`src/rtl/wb_uart_pkg.sv`:
```
// Shared constants for the Wishbone UART receive path: register offsets,
// STATUS bit positions, receiver FSM states and oversampling constants.
package wb_uart_pkg;

  localparam logic [1:0] REG_RXDATA  = 2'd0;
  localparam logic [1:0] REG_STATUS  = 2'd1;
  localparam logic [1:0] REG_DIVISOR = 2'd2;

  localparam int ST_NOT_EMPTY = 0;
  localparam int ST_FULL      = 1;
  localparam int ST_OVERRUN   = 2;
  localparam int ST_FRAME_ERR = 3;

  localparam int         OVERSAMPLE  = 16;
  localparam logic [3:0] MID_SAMPLE  = 4'd7;
  localparam logic [3:0] LAST_SAMPLE = 4'(OVERSAMPLE - 1);

  typedef enum logic [2:0] {
    S_IDLE,
    S_START,
    S_DATA,
    S_STOP,
    S_BREAK
  } rx_state_e;

endpackage

```
`src/rtl/wb_uart_rx_if.sv`:
```
// Wishbone classic bus bundle for the UART receiver register slave.
interface wb_uart_rx_if;

  logic [3:0]  wb_adr_i;
  logic [31:0] wb_dat_i;
  logic [3:0]  wb_sel_i;
  logic        wb_we_i;
  logic        wb_cyc_i;
  logic        wb_stb_i;
  logic [31:0] wb_dat_o;
  logic        wb_ack_o;

  modport master (
    output wb_adr_i, wb_dat_i, wb_sel_i, wb_we_i, wb_cyc_i, wb_stb_i,
    input  wb_dat_o, wb_ack_o
  );

  modport slave (
    input  wb_adr_i, wb_dat_i, wb_sel_i, wb_we_i, wb_cyc_i, wb_stb_i,
    output wb_dat_o, wb_ack_o
  );

endinterface

```
`src/rtl/wb_uart_rx_sync_fifo.sv`:
```
// Single-clock FIFO with occupancy count; a pop on a full FIFO frees the slot
// for a push in the same cycle.
module sync_fifo #(
  parameter int WIDTH = 8,
  parameter int AW    = 4
) (
  input  logic             clock,
  input  logic             reset,
  input  logic             push,
  input  logic [WIDTH-1:0] din,
  input  logic             pop,
  output logic [WIDTH-1:0] dout,
  output logic             full,
  output logic             empty,
  output logic [AW:0]      count
);

  localparam int DEPTH = 1 << AW;

  logic [WIDTH-1:0] mem_q [DEPTH];
  logic [AW-1:0]    wr_ptr_q, wr_ptr_d;
  logic [AW-1:0]    rd_ptr_q, rd_ptr_d;
  logic [AW:0]      count_q, count_d;
  logic             do_push, do_pop;

  assign full  = (count_q == (AW+1)'(DEPTH));
  assign empty = (count_q == '0);
  assign count = count_q;
  assign dout  = mem_q[rd_ptr_q];

  always_comb begin
    do_pop   = pop & ~empty;
    do_push  = push & (~full | do_pop);
    wr_ptr_d = do_push ? wr_ptr_q + AW'(1) : wr_ptr_q;
    rd_ptr_d = do_pop  ? rd_ptr_q + AW'(1) : rd_ptr_q;
    unique case ({do_push, do_pop})
      2'b10:   count_d = count_q + (AW+1)'(1);
      2'b01:   count_d = count_q - (AW+1)'(1);
      default: count_d = count_q;
    endcase
  end

  always_ff @(posedge clock) begin
    if (reset) begin
      wr_ptr_q <= '0;
      rd_ptr_q <= '0;
      count_q  <= '0;
    end else begin
      wr_ptr_q <= wr_ptr_d;
      rd_ptr_q <= rd_ptr_d;
      count_q  <= count_d;
    end
  end

  always_ff @(posedge clock) begin
    if (do_push) begin
      mem_q[wr_ptr_q] <= din;
    end
  end

endmodule

```
`src/rtl/wb_uart_rx.sv`:
```
// Wishbone classic UART receiver: 8N1 framing with 16x oversampling, a receive
// FIFO, sticky overrun/framing flags and a level interrupt while data waits.
module wb_uart_rx
  import wb_uart_pkg::*;
#(
  parameter int unsigned DIVISOR_RESET = 12,
  parameter int          FIFO_AW       = 4
) (
  input  logic         clock,
  input  logic         reset,
  wb_uart_rx_if.slave  wb,
  input  logic         uart_rx,
  output logic         irq_o
);

  logic        sync1_q, sync1_d, sync2_q, sync2_d;
  logic [15:0] baud_cnt_q, baud_cnt_d;
  logic [15:0] divisor_q, divisor_d;
  logic        baud_tick;

  rx_state_e   state_q, state_d;
  logic [3:0]  samp_q, samp_d;
  logic [2:0]  bit_q, bit_d;
  logic [7:0]  shift_q, shift_d;
  logic        rx_push, frame_err_set;

  logic        fifo_pop, fifo_full, fifo_empty;
  logic [7:0]  fifo_dout;
  logic [FIFO_AW:0] fifo_count;

  logic        ack_q, ack_d;
  logic [31:0] dat_q, dat_d, rd_data;
  logic        overrun_q, overrun_d, frame_err_q, frame_err_d;
  logic        wb_req, rd_en, wr_en, div_wr, clr_ovr, clr_ferr;
  logic [1:0]  reg_sel;

  logic        unused_bits;
  assign unused_bits = ^{wb.wb_sel_i, wb.wb_adr_i[1:0], wb.wb_dat_i[31:16], fifo_count};

  assign wb.wb_ack_o = ack_q;
  assign wb.wb_dat_o = dat_q;
  assign irq_o       = ~fifo_empty;

  // Bus decode: one request per access, accepted only while ack is low.
  always_comb begin
    reg_sel  = wb.wb_adr_i[3:2];
    wb_req   = wb.wb_cyc_i & wb.wb_stb_i & ~ack_q;
    rd_en    = wb_req & ~wb.wb_we_i;
    wr_en    = wb_req & wb.wb_we_i;
    fifo_pop = rd_en & (reg_sel == REG_RXDATA) & ~fifo_empty;
    div_wr   = wr_en & (reg_sel == REG_DIVISOR);
    clr_ovr  = wr_en & (reg_sel == REG_STATUS) & wb.wb_dat_i[ST_OVERRUN];
    clr_ferr = wr_en & (reg_sel == REG_STATUS) & wb.wb_dat_i[ST_FRAME_ERR];

    rd_data = '0;
    unique case (reg_sel)
      REG_RXDATA:  rd_data[7:0] = fifo_empty ? 8'd0 : fifo_dout;
      REG_STATUS: begin
        rd_data[ST_NOT_EMPTY] = ~fifo_empty;
        rd_data[ST_FULL]      = fifo_full;
        rd_data[ST_OVERRUN]   = overrun_q;
        rd_data[ST_FRAME_ERR] = frame_err_q;
      end
      REG_DIVISOR: rd_data[15:0] = divisor_q;
      default:     rd_data = '0;
    endcase

    ack_d     = wb_req;
    dat_d     = rd_en ? rd_data : dat_q;
    divisor_d = div_wr ? wb.wb_dat_i[15:0] : divisor_q;
    // Set wins over a simultaneous clear so a fresh event is never lost.
    overrun_d   = (overrun_q & ~clr_ovr) | (rx_push & fifo_full & ~fifo_pop);
    frame_err_d = (frame_err_q & ~clr_ferr) | frame_err_set;
  end

  always_comb begin
    sync1_d    = uart_rx;
    sync2_d    = sync1_q;
    baud_tick  = (baud_cnt_q == divisor_q);
    baud_cnt_d = (div_wr | baud_tick) ? 16'd0 : baud_cnt_q + 16'd1;
  end

  // Receiver FSM; every decision uses the second synchronizer stage.
  always_comb begin
    state_d       = state_q;
    samp_d        = samp_q;
    bit_d         = bit_q;
    shift_d       = shift_q;
    rx_push       = 1'b0;
    frame_err_set = 1'b0;
    unique case (state_q)
      S_IDLE: begin
        samp_d = 4'd0;
        bit_d  = 3'd0;
        if (!sync2_q) state_d = S_START;
      end
      S_START: begin
        if (baud_tick) begin
          if (samp_q == MID_SAMPLE) begin
            samp_d  = 4'd0;
            state_d = sync2_q ? S_IDLE : S_DATA;
          end else begin
            samp_d = samp_q + 4'd1;
          end
        end
      end
      S_DATA: begin
        if (baud_tick) begin
          samp_d = samp_q + 4'd1;
          if (samp_q == LAST_SAMPLE) begin
            shift_d = {sync2_q, shift_q[7:1]};
            bit_d   = bit_q + 3'd1;
            if (bit_q == 3'd7) state_d = S_STOP;
          end
        end
      end
      S_STOP: begin
        if (baud_tick) begin
          samp_d = samp_q + 4'd1;
          if (samp_q == LAST_SAMPLE) begin
            rx_push       = sync2_q;
            frame_err_set = ~sync2_q;
            state_d       = sync2_q ? S_IDLE : S_BREAK;
          end
        end
      end
      S_BREAK: begin
        if (sync2_q) state_d = S_IDLE;
      end
      default: state_d = S_IDLE;
    endcase
    if (div_wr) state_d = S_IDLE;
  end

  always_ff @(posedge clock) begin
    if (reset) begin
      sync1_q     <= 1'b1;
      sync2_q     <= 1'b1;
      baud_cnt_q  <= 16'd0;
      divisor_q   <= 16'(DIVISOR_RESET);
      state_q     <= S_IDLE;
      samp_q      <= 4'd0;
      bit_q       <= 3'd0;
      ack_q       <= 1'b0;
      dat_q       <= 32'd0;
      overrun_q   <= 1'b0;
      frame_err_q <= 1'b0;
    end else begin
      sync1_q     <= sync1_d;
      sync2_q     <= sync2_d;
      baud_cnt_q  <= baud_cnt_d;
      divisor_q   <= divisor_d;
      state_q     <= state_d;
      samp_q      <= samp_d;
      bit_q       <= bit_d;
      ack_q       <= ack_d;
      dat_q       <= dat_d;
      overrun_q   <= overrun_d;
      frame_err_q <= frame_err_d;
    end
    shift_q <= shift_d;
  end

  sync_fifo #(
    .WIDTH (8),
    .AW    (FIFO_AW)
  ) u_fifo (
    .clock (clock),
    .reset (reset),
    .push  (rx_push),
    .din   (shift_q),
    .pop   (fifo_pop),
    .dout  (fifo_dout),
    .full  (fifo_full),
    .empty (fifo_empty),
    .count (fifo_count)
  );

endmodule
```
`src/flat_wrapper.sv`:
```
// flat-port wrapper written by rule: the top's interface ports become plain ports
module wb_uart_rx_flat import wb_uart_pkg::*;
#(
  parameter int unsigned DIVISOR_RESET = 12,
  parameter int          FIFO_AW       = 4
)
  (clock, reset, uart_rx, irq_o, wb_wb_adr_i, wb_wb_dat_i, wb_wb_sel_i, wb_wb_we_i, wb_wb_cyc_i, wb_wb_stb_i, wb_wb_dat_o, wb_wb_ack_o);
  wb_uart_rx_if wb_i ();
  input  logic clock;
  input  logic reset;
  input  logic uart_rx;
  output logic irq_o;
  input wire logic [$bits(wb_i.wb_adr_i)-1:0] wb_wb_adr_i;
  input wire logic [$bits(wb_i.wb_dat_i)-1:0] wb_wb_dat_i;
  input wire logic [$bits(wb_i.wb_sel_i)-1:0] wb_wb_sel_i;
  input wire logic [$bits(wb_i.wb_we_i)-1:0] wb_wb_we_i;
  input wire logic [$bits(wb_i.wb_cyc_i)-1:0] wb_wb_cyc_i;
  input wire logic [$bits(wb_i.wb_stb_i)-1:0] wb_wb_stb_i;
  output wire logic [$bits(wb_i.wb_dat_o)-1:0] wb_wb_dat_o;
  output wire logic [$bits(wb_i.wb_ack_o)-1:0] wb_wb_ack_o;
  assign wb_i.wb_adr_i = wb_wb_adr_i;
  assign wb_i.wb_dat_i = wb_wb_dat_i;
  assign wb_i.wb_sel_i = wb_wb_sel_i;
  assign wb_i.wb_we_i = wb_wb_we_i;
  assign wb_i.wb_cyc_i = wb_wb_cyc_i;
  assign wb_i.wb_stb_i = wb_wb_stb_i;
  assign wb_wb_dat_o = wb_i.wb_dat_o;
  assign wb_wb_ack_o = wb_i.wb_ack_o;
  wb_uart_rx #(.DIVISOR_RESET(DIVISOR_RESET), .FIFO_AW(FIFO_AW)) u_core (.clock(clock), .reset(reset), .wb(wb_i), .uart_rx(uart_rx), .irq_o(irq_o));
endmodule
```
`config.mk`:
```
export PLATFORM = sky130hd
export DESIGN_NAME = wb_uart_rx_flat
export DESIGN_NICKNAME = d
export VERILOG_FILES = /design/src/rtl/wb_uart_pkg.sv /design/src/rtl/wb_uart_rx_if.sv /design/src/rtl/wb_uart_rx_sync_fifo.sv /design/src/rtl/wb_uart_rx.sv /design/src/flat_wrapper.sv
export SDC_FILE = /design/constraint.sdc
export NUM_CORES = 1
export LEC_CHECK = 0
export ABC_AREA = 1
export BUFFER_PORTS_ARGS = -buffer_cell sky130_fd_sc_hd__buf_4
export CAP_MARGIN = 20
export CORE_ASPECT_RATIO = 1.4
export CORE_UTILIZATION = 45
export DETAILED_ROUTE_END_ITERATION = 16
export GPL_TIMING_DRIVEN = 0
export PLACE_DENSITY_LB_ADDON = 0.12
export SYNTH_ARGS = -nofsm -noshare
export SYNTH_HDL_FRONTEND = slang
export SYNTH_HIERARCHICAL = 1
export SYNTH_SLANG_ARGS = --single-unit
```
`constraint.sdc`:
```
create_clock -name clock -period 6 [get_ports clock]
set_input_delay 0.9 -clock clock [delete_from_list [all_inputs] [get_ports clock]]
set_output_delay 0.9 -clock clock [all_outputs]
set_load 0.1 [all_outputs]
```
---- Word level (Yosys, flattened, before mapping) ----
Memories as Yosys holds them, arrays and structs flattened. A register that Yosys moved wholly into a read port is not among the register bits.
Index checks and enable logic that the tools add are counted.
operators by class
  multiplexer cells ....................... 34
  shift operators ......................... 0
  equality and inequality tests ........... 23
  reductions and logical operators ........ 13
  bitwise operators ....................... 28
  multipliers ............................. 0
  divide/modulo/power cells ............... 0
  magnitude comparators ................... 0
  $add $sub $neg .......................... 7
operator list
  kind                     count
  $mux W3                  12
  $pmux W4 S3              2
  $mux W4                  5
  $ne A2 B1 Y1 const B     9
  $add A16 B1 Y16 const B  1
  $and A1 B1 Y1            16
  $eq A16 B16 Y1           1
  $mux W8                  2
  $pmux W3 S5              1
  $add A4 B1 Y4 const B    3
  $pmux W5 S2              1
  $reduce_and A3 Y1        3
  $reduce_and A9 Y1        1
  $mux W1                  8
  $not A1 Y1               8
  $pmux W4 S2              1
  $eq A3 B2 Y1 const B     2
  $eq A3 B3 Y1 const B     2
  $pmux W3 S2              1
  $reduce_or A2 Y1         3
  $add A5 B1 Y5 const B    1
  $eq A5 B5 Y1 const B     1
  $logic_not A5 Y1         1
  $sub A5 B1 Y5 const B    1
  13 further kinds         19
word-level totals
  memories ................................ 1
  bits in writable memories ............... 128
  memory bits (read-only) ................. 0
  word-level logic and storage cells ...... 121
  bits in latches ......................... 0
  bits in registers ....................... 84
memories
  memory               words  bits a word  rd ports  clocked after memory_dff  write ports  line                        source
  u_core.u_fifo.mem_q  16     8            1         1                         1            wb_uart_rx_sync_fifo.sv:20  logic [WIDTH-1:0] mem_q [DEPTH];

---- Depth between registers and ports, before layout ----
  depth after elaboration ................. 10
  gate-level depth with buffers ........... 19
  depth with buffers taken out ............ 18

---- By module ----
Netlist, hierarchy kept.
modules (own cells, without submodules)
  module      cells each  instances  area an instance (um^2)
  sync_fifo   539         1          6,226.0
  wb_uart_rx  485         1          3,498.4

---- Worst setup path before layout ----
OpenSTA, ideal clock, no wires.
  kind .................................... reg2reg
  from .................................... reg u_core.u_fifo.count_q[4], in the netlist u_core/u_fifo/count[4]
  to ...................................... reg u_core.u_fifo.count_q[4], in the netlist u_core/u_fifo/count[4]
  period minus slack after synthesis ...... 3,210 ps
  stages on the path, launching flop included .. 16
  arrival ................................. 3,095 ps
  required time ........................... 5,885 ps
  buffers on the path ..................... 0
  path slack .............................. 2,790 ps
  cells stage by stage .................... dfxtp_1 > inv_1 > nand3_4 > inv_1 > inv_1 > nand2_1 > nor2_1 > nand2_8 > inv_6 > nand2_4 > fa_1 > nand3b_1 > nand3_1 > nand2_1 > a21oi_1 > nor2_1
between the ends
  word-level cells in the longest chain between the ends .. 8
  elaborated cells on any way between the ends .. 14
  those cells by class .................... add/sub (2); eq/ne (3); mux (1); bitwise (6); reduce/logical (2)
RTL lines
  item                                                      line                        source
  from (decl)                                               wb_uart_rx_sync_fifo.sv:23  logic [AW:0] count_q, count_d;
  from (signal assigned)                                    wb_uart_rx_sync_fifo.sv:51  count_q <= count_d;
  $logic_not A5 Y1 (*)                                      wb_uart_rx_sync_fifo.sv:27  assign empty = (count_q == '0);
  via u_core.fifo_empty                                     wb_uart_rx.sv:27            logic fifo_pop, fifo_full, fifo_empty;
  $not A1 Y1 (*)                                            --
  via irq_o                                                 flat_wrapper.sv:12          output logic irq_o;
  $and A1 B1 Y1 (*)                                         wb_uart_rx.sv:50            fifo_pop = rd_en & (reg_sel == REG_RXDATA) & ~fifo_empty;
  via u_core.fifo_pop                                       wb_uart_rx.sv:27
  $and A1 B1 Y1 (*)                                         wb_uart_rx_sync_fifo.sv:32  do_pop = pop & ~empty;
  $or A1 B1 Y1                                              wb_uart_rx_sync_fifo.sv:33  do_push = push & (~full | do_pop);
  $and A1 B1 Y1                                             wb_uart_rx_sync_fifo.sv:33
  $eq A2 B1 Y1 / $eq A2 B2 Y1 (equally long branches)       wb_uart_rx_sync_fifo.sv:36  unique case ({do_push, do_pop})
  $pmux W5 S2 / $reduce_bool A2 Y1 (equally long branches)  --
The timed path passes the listed nets; every way through them passes the cells marked *.
A chain may end at the register's enable or synchronous reset.

---- Worst setup path in the final report ----
  from .................................... reg u_core.divisor_q[15]
  to ...................................... mem u_core.u_fifo.mem_q[5][1], enable pin
between the ends
  word-level cells in the longest chain between the ends .. 6
RTL lines
  item                           line                        source
  from (decl)                    wb_uart_rx.sv:18            logic [15:0] divisor_q, divisor_d;
  from (signal assigned)         wb_uart_rx.sv:140           divisor_q <= 16'(DIVISOR_RESET);
  from (signal assigned)         wb_uart_rx.sv:152           divisor_q <= divisor_d;
  $eq A16 B16 Y1                 wb_uart_rx.sv:79            baud_tick = (baud_cnt_q == divisor_q);
  $mux W1                        wb_uart_rx.sv:118           if (baud_tick) begin
  $mux W1                        wb_uart_rx.sv:91            unique case (state_q)
  via u_core.rx_push             wb_uart_rx.sv:25            logic rx_push, frame_err_set;
  $and A1 B1 Y1                  wb_uart_rx_sync_fifo.sv:33
  $mux W1                        wb_uart_rx_sync_fifo.sv:56  if (do_push) begin
  $mux W1 (not written as such)  wb_uart_rx_sync_fifo.sv:57  mem_q[wr_ptr_q] <= din;
  to (decl)                      wb_uart_rx_sync_fifo.sv:20
The timed path passes the listed nets, and every way through them passes these cells.

==> run_results.csv <==
group,metric,value,unit
finish,fin_nets,1163,
cts,cts-buffers-inserted,22,
synth,ys_seq_elements,216,
die,initial_core_util,0.459,
finish,antennaDiodeCount,0,
worst_setup_path,r2r_end,"u_core/u_fifo/mem_q[5][1]",
worst_setup_path,start_kind,"flop",
die,placementRows,63,
synth,synth_area_leaders,"edfxtp_1, dfxtp_1, nand2_1",
worst_setup_path,crit_arrival,3950,ps
cts,clock-root-buffer,"clkbuf_16",
worst_setup_path,reg2reg_from,"u_core/divisor_q[15]",
worst_setup_path,endpoint_kind,"flop",
sta,hold_viol_final,0,
worst_setup_path,worstRegToRegCells,12,
worst_setup_path,slowest_delay,710,ps
synth,ys_warn_count,6,
worst_setup_path,path_cells,"inv_1, nand2_1, nand2_1, nor2_1, nand2_1, nor2_2, nand2_4, nor4_1, inv_1, nor2_4, nand2_1, nor2_1",
cts,holdBufCountCts,0,
status,status,"completed",
sta,period_share,0.637,
worst_setup_path,path_max_fanout,8,
grt,grt_pass1_vias,6981,
sta,hold_slack,432,ps
grt,antenna_found_initial,0,
cts,clockBufferDepth,3,
synth,synth_top_area_frac,0.420,
routing,drt_iter0_drc,436,
routing,ant_nets,0,
worst_setup_path,critPathMostFrequentCell,"nand2_1",
routing,drc_errors,0,
placement,dpl_cell_area,10400,um2
finish,regArea,5690,um2
finish,finish.utilization,0.525,
cts,clk_pin_slew,60,ps
placement,placed_cells,1340,
die,ios,80,
sta,rsz0062_at_grt,"false",
synth,synthCells,1024,
finish,stdcell_count,1380,
routing,vias,6988,
power,total_power,3.14,mW
synth,synth_cell_types,42,
finish,syn_to_final_growth,14.5,%
hold_path,holdPathEnd,"u_core/sync2_q",
synth,seq_area_frac_synth,0.585,
synth,synthArstFlopShare,0,
placement,pre_cts_ws,2140,ps
sta,max_freq,262,MHz
power,power_density,282,nW/um2
routing,postRouteWirelength,22900,um
die,fp.dieW,126,um
grt,grt_max_degree,18,
sta,min_period,3820,ps
die,core-area,21200,um2
synth,synth_edf_count,136,
sta,worst_slack,2180,ps
grt,overflow,0,
worst_setup_path,worstPathRequired,6130,ps
worst_setup_path,cp_top_family,"simple AND/OR/NAND/NOR gates",
routing,vias_per_cell,5.06,
synth,synth_ff_type,"edfxtp_1",
sta,finalMaxSlewViolations,0,
routing,first_pass_iters,5,
hold_path,hold_depth,1,
grt,track_usage,0.216,
worst_setup_path,r2r_slack,2180,ps
sta,tns,0,ps
sta,skew,10.5,ps
finish,layout-drive-gt1-share,0.137,
worst_setup_path,crit_path_top_delay_cell,"nor4_1",
cts,cts_setup_buffers,0,
cts,cts_resized,0,
grt,grt_first_pass_wirelength,36800,um
cts,clk_latency,500,ps
worst_setup_path,path_buf_inv,2,
sta,slew_headroom,0.408,
die,die_h,176,um
power,leakagePower,4.34,nW
die,dieArea,22200,um2
job,cap_violations,0,
synth,synth_area,9720,um2
finish,multi_input_area,3210,um2
sta,setup_viol,0,
routing,wl_per_cell,16.6,um
synth,syn_area_per_cell,9.50,um2
hold_path,hp-start,"u_core/sync1_q",
placement,hpwl,17100,um
cts,clkSinkCount,216,
hold_path,min_path_type,"flop to flop",
cts,htreeDepth,1,
synth,yosysTopAreaCell,"edfxtp_1",
finish,fill_cells,1956,
placement,port_buffers,41,
cts,cts_tree,"yes",
placement,gp_congestion,0.936,
sta,worst_pin_slew,879,ps
worst_setup_path,critPathKind,"flop to flop",
finish,fin_area,11100,um2
power,ir_drop,0.227,mV
cell families after synthesis:
| family | synth area share |
|---|---|
| other cells | 0.000386 |
| xor+xnor | 0.00901 |
| simple gates | 0.188 |
| compound gates | 0.110 |
| flops | 0.585 |
| fa+ha+maj | 0.0175 |
| buf+inv | 0.0907 |
cell type report:
| type | instances | share of cell area |
|---|---|---|
| Buffer | 54 | 0.0291 |
| Timing Repair Buffer | 41 | 0.0276 |
| Multi-Input combinational cell | 623 | 0.289 |
| Clock inverter | 13 | 0.00967 |
| Clock buffer | 27 | 0.0549 |
| Sequential cell | 216 | 0.511 |
| Tap cell | 260 | 0.0292 |
| Inverter | 146 | 0.0501 |
worst max path at each step:
stage                                       from                         to  slack (ps)  depth (start not counted)
final                       u_core/divisor_q[15]  u_core/u_fifo/mem_q[5][1]        2180                         12
after global routing        u_core/baud_cnt_q[4]  u_core/u_fifo/mem_q[1][2]        1880                         12
after CTS                   u_core/divisor_q[15]  u_core/u_fifo/mem_q[5][1]        2120                         12
after detailed placement    u_core/divisor_q[15]  u_core/u_fifo/mem_q[5][6]        2140                         12
after global placement      u_core/divisor_q[15]  u_core/u_fifo/mem_q[5][6]        2160                         12
after floorplan           u_core/u_fifo/count[4]     u_core/u_fifo/count[4]        2790                         15
routing by layer:
metal | wire length [um] | vias up | track usage
li1 | - | 3579 | -
met1 | 8840 | 3196 | 0.240
met2 | 12100 | 167 | 0.406
met3 | 1160 | 46 | 0.0336
met4 | 834 | 0 | 0.0904
met5 | 0 | - | 0
Yosys cell counts (2+ instances only):
cell type  instances
nor2_1            69
nand2_4            7
or2_2              3
inv_2              6
nand2_1          169
xnor2_1            3
dfxtp_1           80
o21ai_1            7
o21ai_0           54
clkbuf_1          15
nor3_1            15
nor2_4             5
buf_4             18
nor3b_1            3
nand3b_1           3
nand3_4            2
nand2_2            2
nor2_2             5
ha_1              12
nor4_1             4
edfxtp_1         136
a21oi_1           92
nand4_1            3
buf_2             13
xor2_1             7
buf_6              5
o211ai_1          36
buf_1              3
nand3_1           96
nand3_2            3
inv_1            137
state kept, by name (all words and copies together), names as in the netlist, named ones only:
register,flops
u_core/u_fifo/mem_q,128
u_core/baud_cnt_q,16
u_core/divisor_q,16
u_core/wb.wb_dat_o,16
u_core/shift_q,8
u_core/u_fifo/count,5
u_core/samp_q,4
u_core/u_fifo/rd_ptr_q,4
u_core/u_fifo/wr_ptr_q,4
u_core/bit_q,3
u_core/state_q,3
u_core/frame_err_q,1
u_core/overrun_q,1
u_core/sync1_q,1
u_core/sync2_q,1
u_core/wb.wb_ack_o,1
where the power goes:
part           leakage, nW  total [mW]  internal [mW]  switching, mW
Sequential            1.87        1.59           1.57         0.0144
Combinational         2.11       0.204         0.0621          0.142
Clock                0.359        1.35          0.774          0.575
cell usage in the layout (no fill, tap or decap), types with 12 or more instances in the layout:
| cell type | instances |
|---|---|
| a21oi_1 | 92 |
| buf_2 | 13 |
| buf_4 | 59 |
| clkbuf_1 | 17 |
| clkbuf_16 | 23 |
| conb_1 | 16 |
| dfxtp_1 | 80 |
| edfxtp_1 | 136 |
| ha_1 | 12 |
| inv_1 | 137 |
| nand2_1 | 169 |
| nand3_1 | 96 |
| nor2_1 | 69 |
| nor3_1 | 15 |
| o211ai_1 | 36 |
| o21ai_0 | 54 |
(Power assumes the default switching activity.)
